[src/rtl/quad_serial_subtractor.sv]
// quad_serial_subtractor: digit-serial unsigned subtractor, result = dA - dB
// computed DIGIT bits per clock, least-significant digit first, with the
// borrow carried between digits in a single flop.
// Optional build macro QSS_OVERFLOW_EN adds a signed-overflow output.
module quad_serial_subtractor #(
   parameter int WIDTH = 64,
   parameter int DIGIT = 4
) (
   input  logic             clk,
   input  logic             rst,
   input  logic             start,
   input  logic [WIDTH-1:0] dA,
   input  logic [WIDTH-1:0] dB,
   output logic [WIDTH-1:0] result,
   output logic             done,
   output logic             borrowOut
`ifdef QSS_OVERFLOW_EN
   ,
   output logic             overflow
`endif
);

   localparam int N  = WIDTH / DIGIT;
   localparam int CW = (N > 1) ? $clog2(N) : 1;
   localparam int RW = WIDTH - DIGIT;

   typedef enum logic [1:0] {IDLE, BUSY, DONE} state_t;

   state_t          state;
   state_t          state_nxt;
   logic [WIDTH-1:0] a_sh;
   logic [WIDTH-1:0] b_sh;
   // Holds the digits produced so far; the final digit joins them directly
   // on the completion edge, so only WIDTH-DIGIT bits need storing.
   logic [RW-1:0]   r_sh;
   logic            borrow;
   logic [CW-1:0]   cnt;
   logic [DIGIT:0]  diff;
   logic            last;
`ifdef QSS_OVERFLOW_EN
   logic            a_msb;
   logic            b_msb;
`endif

   // One digit of difference with borrow-in; bit DIGIT is the borrow-out.
   always_comb begin
      diff = {1'b0, a_sh[DIGIT-1:0]} - {1'b0, b_sh[DIGIT-1:0]} - {{DIGIT{1'b0}}, borrow};
   end

   assign last = (cnt == CW'(N - 1));

   // State register.
   always_ff @(posedge clk or posedge rst) begin
      if (rst) state <= IDLE;
      else     state <= state_nxt;
   end

   // Next-state logic: start only matters in IDLE, DONE always returns to IDLE.
   always_comb begin
      state_nxt = state;
      case (state)
         IDLE:    if (start) state_nxt = BUSY;
         BUSY:    if (last)  state_nxt = DONE;
         DONE:    state_nxt = IDLE;
         default: state_nxt = IDLE;
      endcase
   end

   // Operand capture, digit shifting and publication of the finished result.
   always_ff @(posedge clk or posedge rst) begin
      if (rst) begin
         a_sh      <= '0;
         b_sh      <= '0;
         r_sh      <= '0;
         borrow    <= 1'b0;
         cnt       <= '0;
         result    <= '0;
         done      <= 1'b0;
         borrowOut <= 1'b0;
`ifdef QSS_OVERFLOW_EN
         a_msb     <= 1'b0;
         b_msb     <= 1'b0;
         overflow  <= 1'b0;
`endif
      end else begin
         done <= 1'b0;
         case (state)
            IDLE: begin
               if (start) begin
                  a_sh   <= dA;
                  b_sh   <= dB;
                  borrow <= 1'b0;
                  cnt    <= '0;
`ifdef QSS_OVERFLOW_EN
                  a_msb  <= dA[WIDTH-1];
                  b_msb  <= dB[WIDTH-1];
`endif
               end
            end
            BUSY: begin
               r_sh   <= {diff[DIGIT-1:0], r_sh[RW-1:DIGIT]};
               borrow <= diff[DIGIT];
               a_sh   <= a_sh >> DIGIT;
               b_sh   <= b_sh >> DIGIT;
               cnt    <= cnt + CW'(1);
               if (last) begin
                  result    <= {diff[DIGIT-1:0], r_sh};
                  borrowOut <= diff[DIGIT];
                  done      <= 1'b1;
`ifdef QSS_OVERFLOW_EN
                  // Signed overflow: operands of opposite sign and the
                  // difference's sign disagrees with the minuend's.
                  overflow  <= (a_msb != b_msb) && (diff[DIGIT-1] != a_msb);
`endif
               end
            end
            default: ;
         endcase
      end
   end

endmodule

[config.mk]
export PLATFORM = sky130hd
export DESIGN_NAME = quad_serial_subtractor
export DESIGN_NICKNAME = d
export VERILOG_FILES = /design/src/rtl/quad_serial_subtractor.sv
export SDC_FILE = /design/constraint.sdc
export NUM_CORES = 1
export LEC_CHECK = 0
export BUFFER_PORTS_ARGS = -buffer_cell sky130_fd_sc_hd__buf_4
export CAP_MARGIN = 20
export CORE_ASPECT_RATIO = 1.4
export CORE_MARGIN = 2
export CORE_UTILIZATION = 40
export DETAILED_ROUTE_END_ITERATION = 16
export GPL_TIMING_DRIVEN = 0
export PLACE_DENSITY = 0.72
export SLEW_MARGIN = 0
export SYNTH_ARGS = -nofsm -noshare
export SYNTH_HDL_FRONTEND = slang
export SYNTH_SLANG_ARGS = --single-unit
[constraint.sdc]
create_clock -name clk -period 7.8 [get_ports clk]
set_input_delay 0.39 -clock clk [delete_from_list [all_inputs] [get_ports clk]]
set_output_delay 0.39 -clock clk [all_outputs]
set_load 0.02 [all_outputs]
==> impl_metrics.env <==
export IMPL_run_status="finished, final reports clean"
export IMPL_cts_tree="done"
export IMPL_synthesis_area_um2=11670
export IMPL_fp_dieW_um=148.4
export IMPL_avgSynthCellArea_um2=9.214
export IMPL_period_share_pct=26.87
export IMPL_worst_r2r_setup_slack_ns=5.70
export IMPL_synth_seq_cells=261
export IMPL_grt_max_degree=132
export IMPL_dr_first_iter_drc_count=480
export IMPL_tns_ns=0
export IMPL_hold_viol=0
export IMPL_synth_edff_count=0
export IMPL_cts_resized=0
export IMPL_power_density_nw_per_um2=396.6
export IMPL_initial_core_util_pct=40.28
export IMPL_post_drt_via_cell_ratio=5.058
export IMPL_grt_overflow_total=0
export IMPL_clockRootBuffer="clkbuf_16"
export IMPL_htreeDepth=1
export IMPL_synth_nets=1407
export IMPL_setup_violations=0
export IMPL_syn_inst=1267
export IMPL_period_needed_ns=2.096
export IMPL_cts_made_buffers=26
export IMPL_clk_latency_ns=0.52
export IMPL_fmax_mhz=477.0
export IMPL_most_common_layout_cells="456 x nand2_1, 261 x dfrtp_1, 211 x buf_4, 123 x a21oi_1, 91 x and3b_1"
export IMPL_area_delta_synth_final_pct=25.33
export IMPL_cp_start_kind="register"
export IMPL_rows=74
export IMPL_ctsHoldBuffers=0
export IMPL_hpwl_mm=22.34
export IMPL_diodes=0
export IMPL_post_cts_buffers=0
export IMPL_dp_slack_ns=5.709
export IMPL_grt_antenna_before_repair=0
export IMPL_ys_warn_count=0
export IMPL_worst_pin_slew_ns=0.9296
export IMPL_drc=0
export IMPL_fin_nets=1632
export IMPL_final_util_pct=50.48
export IMPL_die_h_um=206.1
export IMPL_die_area_um2=30590
export IMPL_cp_end_kind="register"
export IMPL_rsz0062_at_grt="no"
export IMPL_path_clk_slew_ns=0.06
export IMPL_p_total_mw=5.802
export IMPL_routed_wl_mm=30.98
export IMPL_ant_nets=0
export IMPL_wl_per_cell_um=16.37
export IMPL_core_area_um2=28980
export IMPL_peakVddDrop_mv=0.1712
export IMPL_grt_pass1_wl_mm=49.94
export IMPL_firstDrtPassIters=7
export IMPL_worst_slack_ns=5.704
export IMPL_critPathArrivalTime_ns=2.49
export IMPL_max_clock_path_buffers=3
export IMPL_grt_pass1_vias=9772
export IMPL_synthFlopType="dfrtp_1"
export IMPL_io_buffers=196
export IMPL_gp_congestion=0.8362
export IMPL_io_pins=197
export IMPL_ys_types=30
export IMPL_skew_ns=0.01068
export IMPL_path_max_fanout=2
export IMPL_ys_seq_area_share_pct=55.95
export IMPL_cts_sinks=261
export IMPL_path_class="reg -> reg"
export IMPL_layout_drive_gt1_share_pct=20.11
export IMPL_min_delay_path_class="in -> async"
export IMPL_layout_commonest_cell="nand2_1"
export IMPL_maxCapViolCount=0
export IMPL_critical_path_required_ns=8.20
export IMPL_slew_headroom_pct=38.02
export IMPL_async_flop_share_pct=100.0
export IMPL_final_max_slew_viol_count=0
export IMPL_via_count=9569
export IMPL_grt_usage_pct=20.30
export IMPL_p_leak_nw=7.640
[state kept, by name (all words and copies together) (netlist names)]
name	flops
done	1
state	2
r_sh	60
a_sh	64
result	64
b_sh	64
borrow	1
cnt	4
borrowOut	1
[critical path, stage by stage, from the launching register on]
cell	delay (ns)
dfrtp_1	0.41
fa_1	0.49
fa_1	0.44
nand2b_1	0.16
a21oi_1	0.17
xnor2_1	0.18
o21ai_0	0.12
[kinds of logic (layout without fill, tap and decap cells)]
kind of cell	Yosys count	count (layout)	synth area share (%)
adder cells (fa/ha/maj)	9	9	1.093
AO/OA/AOI/OAI	296	296	13.77
buffers and inverters	107	352	5.048
flip-flops	261	261	55.95
multiplexers	1	1	0.08575
XOR/XNOR	4	4	0.3001
AND/OR/NAND/NOR	589	589	23.75
[path summary, 6_finish.rpt]
check,start,end,cells past startpoint
worst max register to register,a_sh[0],borrow,6
max in group asynchronous,rst,b_sh[19],3
worst min register to register,r_sh[2],result[2],2
min in group clk,dB[62],b_sh[62],2
worst min-delay path,rst,result[54],2
worst max-delay path,a_sh[0],borrow,6
[synthesized netlist by cell type (3+ instances only)]
master	n	share of area (%)
a21oi_1	123	5.3
a22o_1	9	0.68
a22oi_1	29	1.9
and3b_1	91	6.8
buf_2	29	1.2
buf_4	15	0.96
buf_6	12	1.2
clkbuf_1	38	1.2
dfrtp_1	261	56
ha_1	7	0.75
inv_1	10	0.32
nand2_1	456	15
nand2b_1	3	0.16
nor2b_1	32	1.7
o21ai_0	68	2.9
o21ai_1	64	2.7
xnor2_1	4	0.30
[power by group]
part | leakage (nW) | switching [mW] | internal [mW]
clock | 0.475 | 0.533 | 0.857
sequential | 3.41 | 0.378 | 1.90
combinational | 3.76 | 1.27 | 0.862
total | 7.64 | 2.18 | 3.62
[layer usage]
metal,track usage [%],up-vias,wire length [um]
met2,36.94,260,15910
met5,0,-,0
li1,-,4649,-
met4,5.374,0,730
met3,4.327,49,2080
met1,24.29,4611,12250
[through the flow]
| step | area, um^2 | hold WS, ns | instances |
|---|---|---|---|
| 2_1_floorplan | 11670 | 0.4374 | 1267 |
| 3_3_place_gp | 13620 | 0.4530 | 1843 |
| 3_5_place_dp | 13660 | 0.4551 | 1844 |
| 4_1_cts | 14630 | 0.06117 | 1892 |
| 5_1_grt | 14630 | 0.06746 | 1892 |
| 6_report | 14630 | 0.001402 | 1892 |
[final cells by class]
class,instances,area [um^2]
sequential,261,6531
multi-input combinational,899,4553
fill,2667,14350
buffer,96,543.0
tap,380,475.5
inverter,11,53.80
clock buffer,38,817.0
clock inverter,10,157.7
timing repair buffer,197,1499
Power figures use the tool's default switching activity.
